File: src/rtl/wb_pkg.sv
// Shared encodings and helpers for the RV64 write-back stage.
package wb_pkg;

  typedef enum logic [2:0] {
    LD_NONE = 3'd0,
    LB      = 3'd1,
    LBU     = 3'd2,
    LH      = 3'd3,
    LHU     = 3'd4,
    LW      = 3'd5,
    LWU     = 3'd6,
    LD      = 3'd7
  } ld_ctrl_e;

  typedef enum logic [1:0] {
    WB_SEL_NONE = 2'd0,
    WB_SEL_PC4  = 2'd1,
    WB_SEL_ALU  = 2'd2,
    WB_SEL_MEM  = 2'd3
  } wb_sel_e;

  typedef enum logic {
    IDLE     = 1'b0,
    WAIT_MEM = 1'b1
  } wb_state_e;

  // Number of bytes a load type reads; zero for non-loads.
  function automatic logic [3:0] load_size(input logic [2:0] ctrl);
    logic [3:0] size;
    case (ctrl)
      LB, LBU: size = 4'd1;
      LH, LHU: size = 4'd2;
      LW, LWU: size = 4'd4;
      LD:      size = 4'd8;
      default: size = 4'd0;
    endcase
    return size;
  endfunction

endpackage

File: src/rtl/wb_load_align.sv
// Shifts the raw memory doubleword down to the addressed byte, extends it
// according to the load type and flags loads that cross the doubleword.
module wb_load_align
  import wb_pkg::*;
#(
  parameter int XLEN = 64
) (
  input  logic [XLEN-1:0] data_i,
  input  logic [2:0]      off_i,
  input  logic [2:0]      ctrl_i,
  output logic [XLEN-1:0] value_o,
  output logic            misaligned_o
);

  logic [XLEN-1:0] shifted;

  // Byte-lane alignment, sign/zero extension and boundary-crossing check.
  always_comb begin
    shifted = data_i >> {off_i, 3'b000};
    value_o = '0;
    case (ctrl_i)
      LB:      value_o = {{(XLEN-8){shifted[7]}}, shifted[7:0]};
      LBU:     value_o = {{(XLEN-8){1'b0}}, shifted[7:0]};
      LH:      value_o = {{(XLEN-16){shifted[15]}}, shifted[15:0]};
      LHU:     value_o = {{(XLEN-16){1'b0}}, shifted[15:0]};
      LW:      value_o = {{(XLEN-32){shifted[31]}}, shifted[31:0]};
      LWU:     value_o = {{(XLEN-32){1'b0}}, shifted[31:0]};
      LD:      value_o = shifted;
      default: value_o = '0;
    endcase
    misaligned_o = ({1'b0, off_i} + load_size(ctrl_i)) > 4'd8;
  end

endmodule

File: src/rtl/pipeline_wb_stage.sv
// Write-back stage: waits for load data, aligns it, picks the write-back
// value, writes the register file, retires and counts instructions.
module pipeline_wb_stage
  import wb_pkg::*;
#(
  parameter int XLEN        = 64,
  parameter int MEM_TIMEOUT = 16,
  parameter int TO_W        = 5
) (
  input  logic            clk,
  input  logic            reset,
  input  logic            valid_MEM,
  input  logic [XLEN-1:0] pc_WB,
  input  logic [XLEN-1:0] alu_result_MEM,
  input  logic [XLEN-1:0] mem_data_MEM,
  input  logic            dm_rvalid,
  input  logic [2:0]      dm_rd_ctrl_MEM,
  input  logic            rf_wr_en_MEM,
  input  logic [1:0]      rf_wr_sel_MEM,
  input  logic [4:0]      rd_MEM,
  output logic            stall_WB,
  output logic            rf_wr_en,
  output logic [4:0]      rf_wr_addr,
  output logic [XLEN-1:0] rf_wr_data,
  output logic            retire_valid,
  output logic [XLEN-1:0] retire_pc,
  output logic            misaligned_err,
  output logic            bus_err,
  output logic [63:0]     instret
);

  wb_state_e       state_q, state_d;
  logic [TO_W-1:0] cnt_q, cnt_d;

  logic [XLEN-1:0] holdPc_q, holdAlu_q;
  logic [4:0]      holdRd_q;
  logic [2:0]      holdCtrl_q;
  logic            holdWrEn_q;
  logic [1:0]      holdSel_q;

  logic [XLEN-1:0] curPc, curAlu, loadValue, wbValue;
  logic [4:0]      curRd;
  logic [2:0]      curCtrl;
  logic            curWrEn;
  logic [1:0]      curSel;
  logic            inWait, isLoad, misaligned, timeout;
  logic            capture, complete, misErrD, busErrD;

  logic            rfWrEn_q, retireValid_q, misErr_q, busErr_q;
  logic [4:0]      rfWrAddr_q;
  logic [XLEN-1:0] rfWrData_q, retirePc_q;
  logic [63:0]     instret_q;

  // While waiting, the instruction fields come from the capture registers.
  always_comb begin
    inWait  = (state_q == WAIT_MEM);
    curPc   = inWait ? holdPc_q   : pc_WB;
    curAlu  = inWait ? holdAlu_q  : alu_result_MEM;
    curRd   = inWait ? holdRd_q   : rd_MEM;
    curCtrl = inWait ? holdCtrl_q : dm_rd_ctrl_MEM;
    curWrEn = inWait ? holdWrEn_q : rf_wr_en_MEM;
    curSel  = inWait ? holdSel_q  : rf_wr_sel_MEM;
    isLoad  = (curCtrl != LD_NONE);
    timeout = inWait && (cnt_q == TO_W'(MEM_TIMEOUT - 1));
  end

  wb_load_align #(.XLEN(XLEN)) u_align (
    .data_i       (mem_data_MEM),
    .off_i        (curAlu[2:0]),
    .ctrl_i       (curCtrl),
    .value_o      (loadValue),
    .misaligned_o (misaligned)
  );

  // Write-back value selection.
  always_comb begin
    case (curSel)
      WB_SEL_PC4: wbValue = curPc + XLEN'(4);
      WB_SEL_ALU: wbValue = curAlu;
      WB_SEL_MEM: wbValue = loadValue;
      default:    wbValue = '0;
    endcase
  end

  // FSM state register.
  always_ff @(posedge clk or negedge reset) begin
    if (!reset) state_q <= IDLE;
    else        state_q <= state_d;
  end

  // FSM next state: park in WAIT_MEM only while a good load has no data.
  always_comb begin
    state_d = state_q;
    case (state_q)
      IDLE:     if (capture)  state_d = WAIT_MEM;
      WAIT_MEM: if (complete) state_d = IDLE;
      default:  state_d = IDLE;
    endcase
  end

  // FSM outputs: stall, capture and completion decisions for this cycle.
  always_comb begin
    stall_WB = 1'b0;
    capture  = 1'b0;
    complete = 1'b0;
    busErrD  = 1'b0;
    case (state_q)
      IDLE: begin
        if (valid_MEM) begin
          if (isLoad && !misaligned && !dm_rvalid) begin
            capture  = 1'b1;
            stall_WB = 1'b1;
          end else begin
            complete = 1'b1;
          end
        end
      end
      WAIT_MEM: begin
        stall_WB = !dm_rvalid;
        if (dm_rvalid) begin
          complete = 1'b1;
        end else if (timeout) begin
          complete = 1'b1;
          busErrD  = 1'b1;
        end
      end
      default: ;
    endcase
    misErrD = complete && misaligned;
  end

  // Timeout counter: cleared on capture, counts every waiting cycle.
  always_comb begin
    cnt_d = cnt_q;
    if (capture)                   cnt_d = '0;
    else if (inWait && !complete)  cnt_d = cnt_q + TO_W'(1);
    else if (complete)             cnt_d = '0;
  end

  // Counter and captured instruction fields.
  always_ff @(posedge clk or negedge reset) begin
    if (!reset) begin
      cnt_q      <= '0;
      holdPc_q   <= '0;
      holdAlu_q  <= '0;
      holdRd_q   <= '0;
      holdCtrl_q <= '0;
      holdWrEn_q <= 1'b0;
      holdSel_q  <= '0;
    end else begin
      cnt_q <= cnt_d;
      if (capture) begin
        holdPc_q   <= pc_WB;
        holdAlu_q  <= alu_result_MEM;
        holdRd_q   <= rd_MEM;
        holdCtrl_q <= dm_rd_ctrl_MEM;
        holdWrEn_q <= rf_wr_en_MEM;
        holdSel_q  <= rf_wr_sel_MEM;
      end
    end
  end

  // Registered completion: register-file write, retire pulse and counter.
  always_ff @(posedge clk or negedge reset) begin
    if (!reset) begin
      rfWrEn_q      <= 1'b0;
      rfWrAddr_q    <= '0;
      rfWrData_q    <= '0;
      retireValid_q <= 1'b0;
      retirePc_q    <= '0;
      misErr_q      <= 1'b0;
      busErr_q      <= 1'b0;
      instret_q     <= '0;
    end else begin
      retireValid_q <= complete;
      misErr_q      <= misErrD;
      busErr_q      <= busErrD;
      rfWrEn_q      <= complete && curWrEn && (curRd != 5'd0) && !misErrD && !busErrD;
      if (complete) begin
        rfWrAddr_q <= curRd;
        rfWrData_q <= wbValue;
        retirePc_q <= curPc;
        instret_q  <= instret_q + 64'd1;
      end
    end
  end

  assign rf_wr_en       = rfWrEn_q;
  assign rf_wr_addr     = rfWrAddr_q;
  assign rf_wr_data     = rfWrData_q;
  assign retire_valid   = retireValid_q;
  assign retire_pc      = retirePc_q;
  assign misaligned_err = misErr_q;
  assign bus_err        = busErr_q;
  assign instret        = instret_q;

endmodule

File: config.mk
export PLATFORM = sky130hd
export DESIGN_NAME = pipeline_wb_stage
export DESIGN_NICKNAME = d
export VERILOG_FILES = /design/src/rtl/wb_pkg.sv /design/src/rtl/wb_load_align.sv /design/src/rtl/pipeline_wb_stage.sv
export SDC_FILE = /design/constraint.sdc
export NUM_CORES = 1
export LEC_CHECK = 0
export CAP_MARGIN = 20
export CORE_MARGIN = 2
export CORE_UTILIZATION = 49
export CTS_BUF_LIST = sky130_fd_sc_hd__clkbuf_16
export DETAILED_ROUTE_END_ITERATION = 8
export PLACE_DENSITY = 0.85
export SYNTH_ARGS = -nofsm -noshare
export SYNTH_HDL_FRONTEND = slang
export SYNTH_SLANG_ARGS = --single-unit
File: constraint.sdc
create_clock -name clk -period 10.1 [get_ports clk]
set_input_delay 2.02 -clock clk [delete_from_list [all_inputs] [get_ports clk]]
set_output_delay 2.02 -clock clk [all_outputs]
set_load 0.02 [all_outputs]
==> results of run 1 <==
==> power breakdown <==
part | leakage (nW) | switching (mW) | internal, mW | total (mW)
Sequential | 4.33 | 0.428 | 1.94 | 2.37
Clock | 0.657 | 0.611 | 0.854 | 1.47
Combinational | 5.55 | 2.36 | 1.61 | 3.98
==> flip-flops by register name, indices dropped and copies added, names as in the netlist, 2 cells and up <==
register	count
holdPc_q	64
holdRd_q	5
holdAlu_q	64
rf_wr_addr	5
holdCtrl_q	3
cnt_q	5
rf_wr_data	64
holdSel_q	2
instret	64
retire_pc	64
==> critical path, stage by stage <==
cell	delay, ps
clkdlybuf4s50_1	470
mux2i_2	160
buf_4	370
inv_1	530
fa_1	600
xor2_1	150
nor3_1	180
nand2b_1	230
nand3_4	400
o21ai_0	240
clkdlybuf4s50_1	640
==> synthesized netlist by cell type, types with 28 or more instances <==
cell        n  area, um2
a21oi_1    89      445.4
and3_1     45      281.5
buf_1      28      105.1
buf_2      28      140.1
clkbuf_1   65      244.0
dfrtp_1   346       8658
mux2_2    151       1700
mux2i_1   158       1582
nand2_1   273       1025
nand3_1    99      495.5
nand4_1    42      262.8
nor2_1     96      360.4
nor3_1     40      200.2
o21ai_0   128      640.6
xnor2_1    82      718.2
xor2_1     36      315.3
==> area by class of cell <==
class	count	area [um2]
timing repair buffer	431	4297
sequential	346	8662
tap	525	656.9
multi-input combinational	1552	10640
inverter	23	86.33
clock inverter	31	304.0
antenna	4	10.01
clock buffer	40	1001
fill	3154	14250
==> per-layer routing <==
metal,share of wire (%),wire (um),global-route usage (%)
met5,0.034,25,0
met2,47,34390,55.23
met3,9.0,6578,8.141
met4,4.5,3283,14.54
met1,39,28720,44.16
==> worst paths after layout <==
kind | startpoint | to | slack, ps | cells after the start
worst max-delay path | alu_result_MEM[1] | stall_WB | 2060 | 11
worst min-delay path | instret[63] | instret[63] | 470 | 1
worst max register to register | inWait | holdPc_q[62] | 4240 | 13
worst min register to register | instret[63] | instret[63] | 470 | 1
max in group asynchronous | reset | inWait | 7060 | 2
min in group asynchronous | reset | holdPc_q[0] | 1540 | 1
==> through the flow <==
stage,hold WS (ps),power [mW],setup WS (ps),cell area [um2]
after global routing,491.1,8.212,1779,25650
after floorplan,473.7,4.803,2994,19890
after detailed placement,467.4,6.278,2115,24340
after global placement,458.8,6.158,2174,24340
after CTS,474.9,7.765,2092,25640
final,473.8,7.809,2061,25660
==> cell families after synthesis <==
group | after synthesis | synth area share (%)
AOI/OAI and AO/OA | 416 | 13.41
adders and majority gates | 8 | 0.5409
xor gates and xnor gates | 118 | 5.195
muxes | 314 | 17.06
buffers and inverters | 150 | 3.195
and+or+nand+nor | 696 | 17.08
DFF | 346 | 43.52
==> out/results.txt, run 1 <==
Status: complete, no violations
IO Port Bufs: 408
Routed Antenna Nets: 0
Pre-antenna DRT Iters: 6
Worst Path Max Fanout: 34
Most frequent cells in the layout: clkdlybuf4s50_1, dfrtp_1, nand2_1
Yosys warnings: 0
Slew Viols, Final: 0
Gr ovfl total: 0
Pwr Density: 304.3 nW/um2
Post CTS Setup Buffer Count: 0
Most common library cell in the layout ignoring fill and taps: clkdlybuf4s50_1
Synth cell types: 75
Share of cells above drive strength 1: 10.77%
Detailed Place HPWL: 54.08 mm
Crit path DAT: 6020 ps
RD Place Congestion: 0.9752
Total GRT Usage: 34.27%
Number of max-cap violations: 0
Maximum clock frequency: 124.4 MHz
Fin crit share: 79.59%
RSZ-0062 raised after global routing: no
Min Tclk post-route: 8039 ps
Post-synth EDFFs: 0
Std-Cell Core Area: 39910 um2
Post-CTS Hold Buffers: 0
Peak VDD IR: 0.0002251 V
Initial drt markers: 1812
Post-Layout Cell Count: 2952
Syn_nets: 2263
Flops & latches, synth: 346
Cells after DPL: 2876
# IOs: 409
Worst Tran Pin Value: 1120 ps
Starting Density: 49.84%
Total number of vias: 18420
Leak: 10.53 nW
Tightest Hold Check Type: flip-flop to flip-flop
Endpoints failing setup: 0
Root Buffer Master: clkbuf_16
WS Path Type: primary input to output pin
Async SR Flop Fraction: 100.0%
CTS Buf Count: 39
Synthesized area per cell: 9.714 um2
Final core occ: 64.29%
Wire per inst: 24.73 um
Nets@finish: 2608
Slew margin rel.: 24.27%
Initial antenna violation count: 6
Vias/cell: 6.239
Clock buffer depth: 3
Skew final: 32.13 ps
TritonCTS clock tree: built
Clock-pin slew on the worst setup and hold paths: 60 ps
First-pass GRT wire length: 110.2 mm
Chip Width: 205.5 um
Post-Syn Area: 19890 um2
Worst EP required: 8080 ps
Setup TNS: 0 ps
H-tree depth: 2
Final Hold Fails: 0
Largest net degree at the start of global routing: 227
Sequential-to-total area share from yosys stat: 43.52%
Element type at the critical path end: output pin
Full die area: 42230 um2
Predominant post-synthesis flop cell: dfrtp_1
Mapped Cells: 2048
Routed WL: 73.00 mm
Clk sinks: 346
CP Launch Type: primary input
Layout area overhead: 28.98%
Row Count: 73
DR DRC count: 0
Vias in the first global route: 17950
Die Y: 205.5 um
Clk_lat worst skew: 580 ps
Cts repair resizes: 0
(Power assumes the default switching activity.)
==> inputs of run 2 (changes only) <==
- CORE_UTILIZATION: 49 -> 47
- clock period: 10.1 -> 6.6 ns (I/O delays scaled with it)
==> run 2 against run 1 <==
Clock skew down 17 ps; via count unchanged; hold slack improved by 5.4 ps.
==> out/results.txt, run 2 (synthesis gave the netlist of run 1 again) <==
Initial drt markers: 2119
Peak VDD IR: 0.0003907 V
H-tree depth: 2
Initial antenna violation count: 7
P_sw: 5.178 mW
Nets@finish: 2626
Full die area: 43990 um2
Min-delay src: retire_pc[4]
CTS Buf Count: 41
Area taken by multi-input logic gates: 10640 um2
Share of cells above drive strength 1: 11.27%
Total GRT Usage: 32.37%
# IOs: 409
Post-CTS Hold Buffers: 0
Reg area: 8662 um2
Worst EP required: 5280 ps
Vias in the first global route: 18170
RSZ-0062 raised after global routing: no
Endpoints failing setup: 0
Combinational Power Share: 50.2%
Clk_lat worst skew: 570 ps
Wire per inst: 24.24 um
Cts repair resizes: 0
WS Path Type: primary input to output pin
Most frequent cells in the layout: clkdlybuf4s50_1, dfrtp_1, nand2_1
Internal power: 6.874 mW
Reg2reg start: inWait
Slew margin rel.: 25.70%
First-pass GRT wire length: 109.4 mm
Switch share: 42.96%
Routed WL: 72.32 mm
Reg-to-Reg End: holdPc_q[56]
Worst Path Max Fanout: 9
Setup TNS: 0 ps
Starting Density: 47.53%
Layout area overhead: 30.07%
Final Hold Fails: 0
Worst Tran Pin Value: 1115 ps
Min Tclk post-route: 5845 ps
DR DRC count: 0
RD Place Congestion: 0.9828
Row Count: 75
Root Buffer Master: clkbuf_16
Hold WS: 479.2 ps
TritonCTS clock tree: built
Skew final: 15.30 ps
Most common library cell in the layout ignoring fill and taps: clkdlybuf4s50_1
Total number of vias: 18420
CP Launch Type: primary input
Vias/cell: 6.174
Slew Viols, Final: 0
Clk pwr share: 19.6%
Sequential share of power: 30.2%
Die Y: 209.7 um
IO Port Bufs: 408
Crit path DAT: 4520 ps
Number of max-cap violations: 0
Reg2Reg Setup Slack: 1530 ps
Pwr Density: 465.8 nW/um2
Clk sinks: 346
Tightest Hold Check Type: flip-flop to flip-flop
Hold worst-path end: retire_pc[4]
Pre-antenna DRT Iters: 6
Std-Cell Core Area: 41850 um2
Detailed Place HPWL: 53.97 mm
Post CTS Setup Buffer Count: 0
Element type at the critical path end: output pin
Routed Antenna Nets: 0
Clock buffer depth: 3
Chip Width: 209.7 um
Leak: 10.66 nW
Gr ovfl total: 0
Worst hold path depth: 2
Largest net degree at the start of global routing: 167
Fin crit share: 88.55%
Worst R2R Path Depth: 12
Maximum clock frequency: 171.1 MHz
Filler cells: 3409
Status: complete, no violations
Clock-pin slew on the worst setup and hold paths: 50 ps
==> run 2: layout make-up <==
class | count | area share (%)
diodes | 3 | 0.02901
clock inverters | 30 | 1.214
flip-flops and latches | 346 | 33.48
repair buffers | 447 | 17.07
inverters | 23 | 0.3336
well taps | 539 | 2.606
clock buffers | 43 | 4.158
multi-input cells | 1552 | 41.12
==> run 2: routing by layer <==
| metal | track usage [%] | part of all wire (%) | vias to the layer above | wire [um] |
|---|---|---|---|---|
| met5 | 0 | 0.080 | - | 58 |
| met4 | 15.33 | 5.0 | 8 | 3595 |
| met3 | 8.005 | 9.6 | 213 | 6919 |
| met2 | 51.85 | 46 | 964 | 33290 |
| met1 | 41.28 | 39 | 8996 | 28460 |
| li1 | - | - | 8236 | - |
==> run 2: critical path, stage by stage <==
cell	delay (ps)
clkdlybuf4s50_1	630
nand3b_1	200
nand2_1	130
nor2_1	50
buf_4	160
nor2_1	200
ha_1	270
a21o_1	150
a21oi_1	170
xnor2_1	140
nand2b_1	180
nand3_4	80
o21ai_0	160
clkdlybuf4s50_1	670
==> run 2: worst max path at each step <==
stage / from / endpoint / cells after the start
final: dm_rd_ctrl_MEM[1] / stall_WB / 14
after global routing: dm_rd_ctrl_MEM[1] / stall_WB / 14
after CTS: dm_rd_ctrl_MEM[1] / stall_WB / 14
after detailed placement: dm_rd_ctrl_MEM[1] / holdPc_q[61] / 15
after global placement: dm_rd_ctrl_MEM[1] / holdPc_q[61] / 15
after floorplan: alu_result_MEM[0] / stall_WB / 13
==> run 2: metrics by stage <==
stage	instances	area, um2	total power [mW]	setup slack [ps]	util [%]
finish	2983	25880	12.05	755.5	61.83
global placement	2906	24470	9.433	639.6	58.48
floorplan	2048	19890	7.349	894.2	-
global route	2983	25880	12.68	516.5	61.83
detailed placement	2906	24470	9.598	577.1	58.48
CTS	2979	25860	11.99	806.9	61.80
==> run 2: power by group through the flow <==
stage | Sequential (mW) | Clock, mW | Combinational (mW)
floorplan | 3.85 | 0 | 3.50
CTS | 3.61 | 2.38 | 6.00
detailed placement | 3.63 | 0 | 5.97
global placement | 3.59 | 0 | 5.85
finish | 3.64 | 2.36 | 6.06
global route | 3.73 | 2.47 | 6.47
==> inputs of run 3 (changes only) <==
- CORE_ASPECT_RATIO: unset -> 0.5
==> run 3 against run 2 <==
Clock skew decreased by 2.0 ps; final area down 1.5%; total power decreased by 4.0%; sequential cell count unchanged; hold slack got worse by 12 ps; wire length down 2.0%; non-clock buffer count shrank 2; clock power is 22% lower; first-iteration DRC count shrank 3.1%; highest routed layer is now met4.
==> out/results.txt, run 3 (synthesis gave the netlist of run 1 again) <==
Status: complete, no violations
Most frequent cells in the layout: clkdlybuf4s50_1, dfrtp_1, nand2_1
Worst hold path depth: 1
Full die area: 44090 um2
Slew Viols, Final: 0
Row Count: 53
Nets@finish: 2617
RSZ-0062 raised after global routing: no
CP Depth: 14
Worst EP required: 5280 ps
CP top delay family: buffers and inverters
Pre-antenna DRT Iters: 6
Largest net degree at the start of global routing: 150
Share of cells above drive strength 1: 10.62%
# IOs: 409
Clk pwr share: 15.9%
Worst Tran Pin Value: 1083 ps
Clock-pin slew on the worst setup and hold paths: 60 ps
Starting Density: 47.54%
CP Launch Type: primary input
Skew final: 13.27 ps
Std-Cell Core Area: 41840 um2
Vias in the first global route: 17850
Slew margin rel.: 27.77%
Chip Width: 295.0 um
Wire per inst: 23.59 um
Worst stage delay on the critical path: 620 ps
Routed WL: 70.88 mm
Sequential share of power: 31.2%
Pwr Density: 453.7 nW/um2
Total number of vias: 18570
CP cell instances: clkdlybuf4s50_1 -> nand3b_1 -> nand2_1 -> nor2_1 -> buf_4 -> nor2_1 -> ha_1 -> a21o_1 -> a21oi_1 -> xnor2_1 -> nand2b_1 -> nand3_4 -> o21ai_0 -> clkdlybuf4s50_1
Cts repair resizes: 0
Gr ovfl total: 0
IO Port Bufs: 408
Initial drt markers: 2054
Total GRT Usage: 31.52%
First-pass GRT wire length: 107.1 mm
Reg-to-Reg End: holdPc_q[46]
Root Buffer Master: clkbuf_16
Clk sinks: 346
H-tree depth: 2
Leak: 10.45 nW
Die Y: 149.5 um
Combinational Power Share: 52.9%
Number of max-cap violations: 0
P_sw: 5.151 mW
Clock buffer depth: 3
TritonCTS clock tree: built
Reg2reg start: inWait
Min-delay src: instret[63]
Fin crit share: 88.64%
Hold worst-path end: instret[63]
Internal power: 6.413 mW
Final instance area: 25490 um2
Initial antenna violation count: 6
Detailed Place HPWL: 52.61 mm
Final Hold Fails: 0
DR DRC count: 0
Layout area overhead: 28.13%
WP buf/inv: 3
CTS Buf Count: 34
Dpl cell area: 24480 um2
Clk_lat worst skew: 550 ps
Worst R2R Path Depth: 11
RD Place Congestion: 0.9967
Worst Path Max Fanout: 9
Reg2Reg Setup Slack: 1300 ps
Slowest-stage cell, CP: clkdlybuf4s50_1
Post CTS Setup Buffer Count: 0
Maximum clock frequency: 170.9 MHz
Vias/cell: 6.182
Most common library cell in the layout ignoring fill and taps: clkdlybuf4s50_1
Peak VDD IR: 0.0003598 V
Design Power: 11.56 mW
Post-CTS Hold Buffers: 0
Switch share: 44.54%
Setup TNS: 0 ps
Routed Antenna Nets: 0
Element type at the critical path end: output pin
WS Path Type: primary input to output pin
Tightest Hold Check Type: flip-flop to flip-flop
Crit path DAT: 4530 ps
Min Tclk post-route: 5850 ps
Endpoints failing setup: 0
-- run 3: changes by cell type in the layout (fill, tap and decap cells not counted), sizes merged --
cell      before  now
buf           39   37
bufinv         6    0
clkbuf        44   36
clkinv        11   13
clkinvlp       4    0
diode          3    6
inv           32   30
-- run 3: final cells by class --
| type | instances | area (um2) |
|---|---|---|
| fill | 3366 | 16350 |
| multi-input combinational | 1552 | 10640 |
| sequential | 346 | 8662 |
| timing repair buffer | 445 | 4379 |
| clock buffer | 35 | 875.8 |
| tap | 577 | 721.9 |
| clock inverter | 20 | 110.1 |
| inverter | 23 | 86.33 |
| antenna | 6 | 15.01 |
-- run 3: worst max path at each step --
stage                           start            to  slack, ps
floorplan           alu_result_MEM[0]      stall_WB        890
global placement    dm_rd_ctrl_MEM[1]  holdPc_q[42]        650
detailed placement  dm_rd_ctrl_MEM[1]  holdPc_q[46]        570
CTS                 dm_rd_ctrl_MEM[1]      stall_WB        780
global route        dm_rd_ctrl_MEM[1]      stall_WB        510
finish              dm_rd_ctrl_MEM[1]      stall_WB        750
-- run 3: per-stage QoR --
stage               hold WS (ps)  worst slack [ps]  std cells  util (%)
global placement           458.5             654.5       2942     58.51
floorplan                  473.7             894.2       2048         -
global route               497.1             505.8       3003     60.91
finish                     466.8             749.9       3004     60.92
CTS                        468.7             784.5       2997     60.86
detailed placement         457.9             567.0       2942     58.51
-- run 3: power by group through the flow --
stage	Clock (mW)	Combinational, mW	Sequential (mW)
2_1_floorplan	0	3.50	3.85
5_1_grt	1.94	6.49	3.70
3_3_place_gp	0	5.85	3.57
3_5_place_dp	0	5.96	3.62
4_1_cts	1.85	6.01	3.59
6_report	1.84	6.12	3.61
-- run 3: layer usage --
layer  global-route usage (%)  up-vias  wire length [um]
met5                        0        -                 0
met1                    41.52     9199             27770
met3                    6.282      199              6274
met2                    50.59      956             33280
li1                         -     8216                 -
met4                    14.29        0              3552
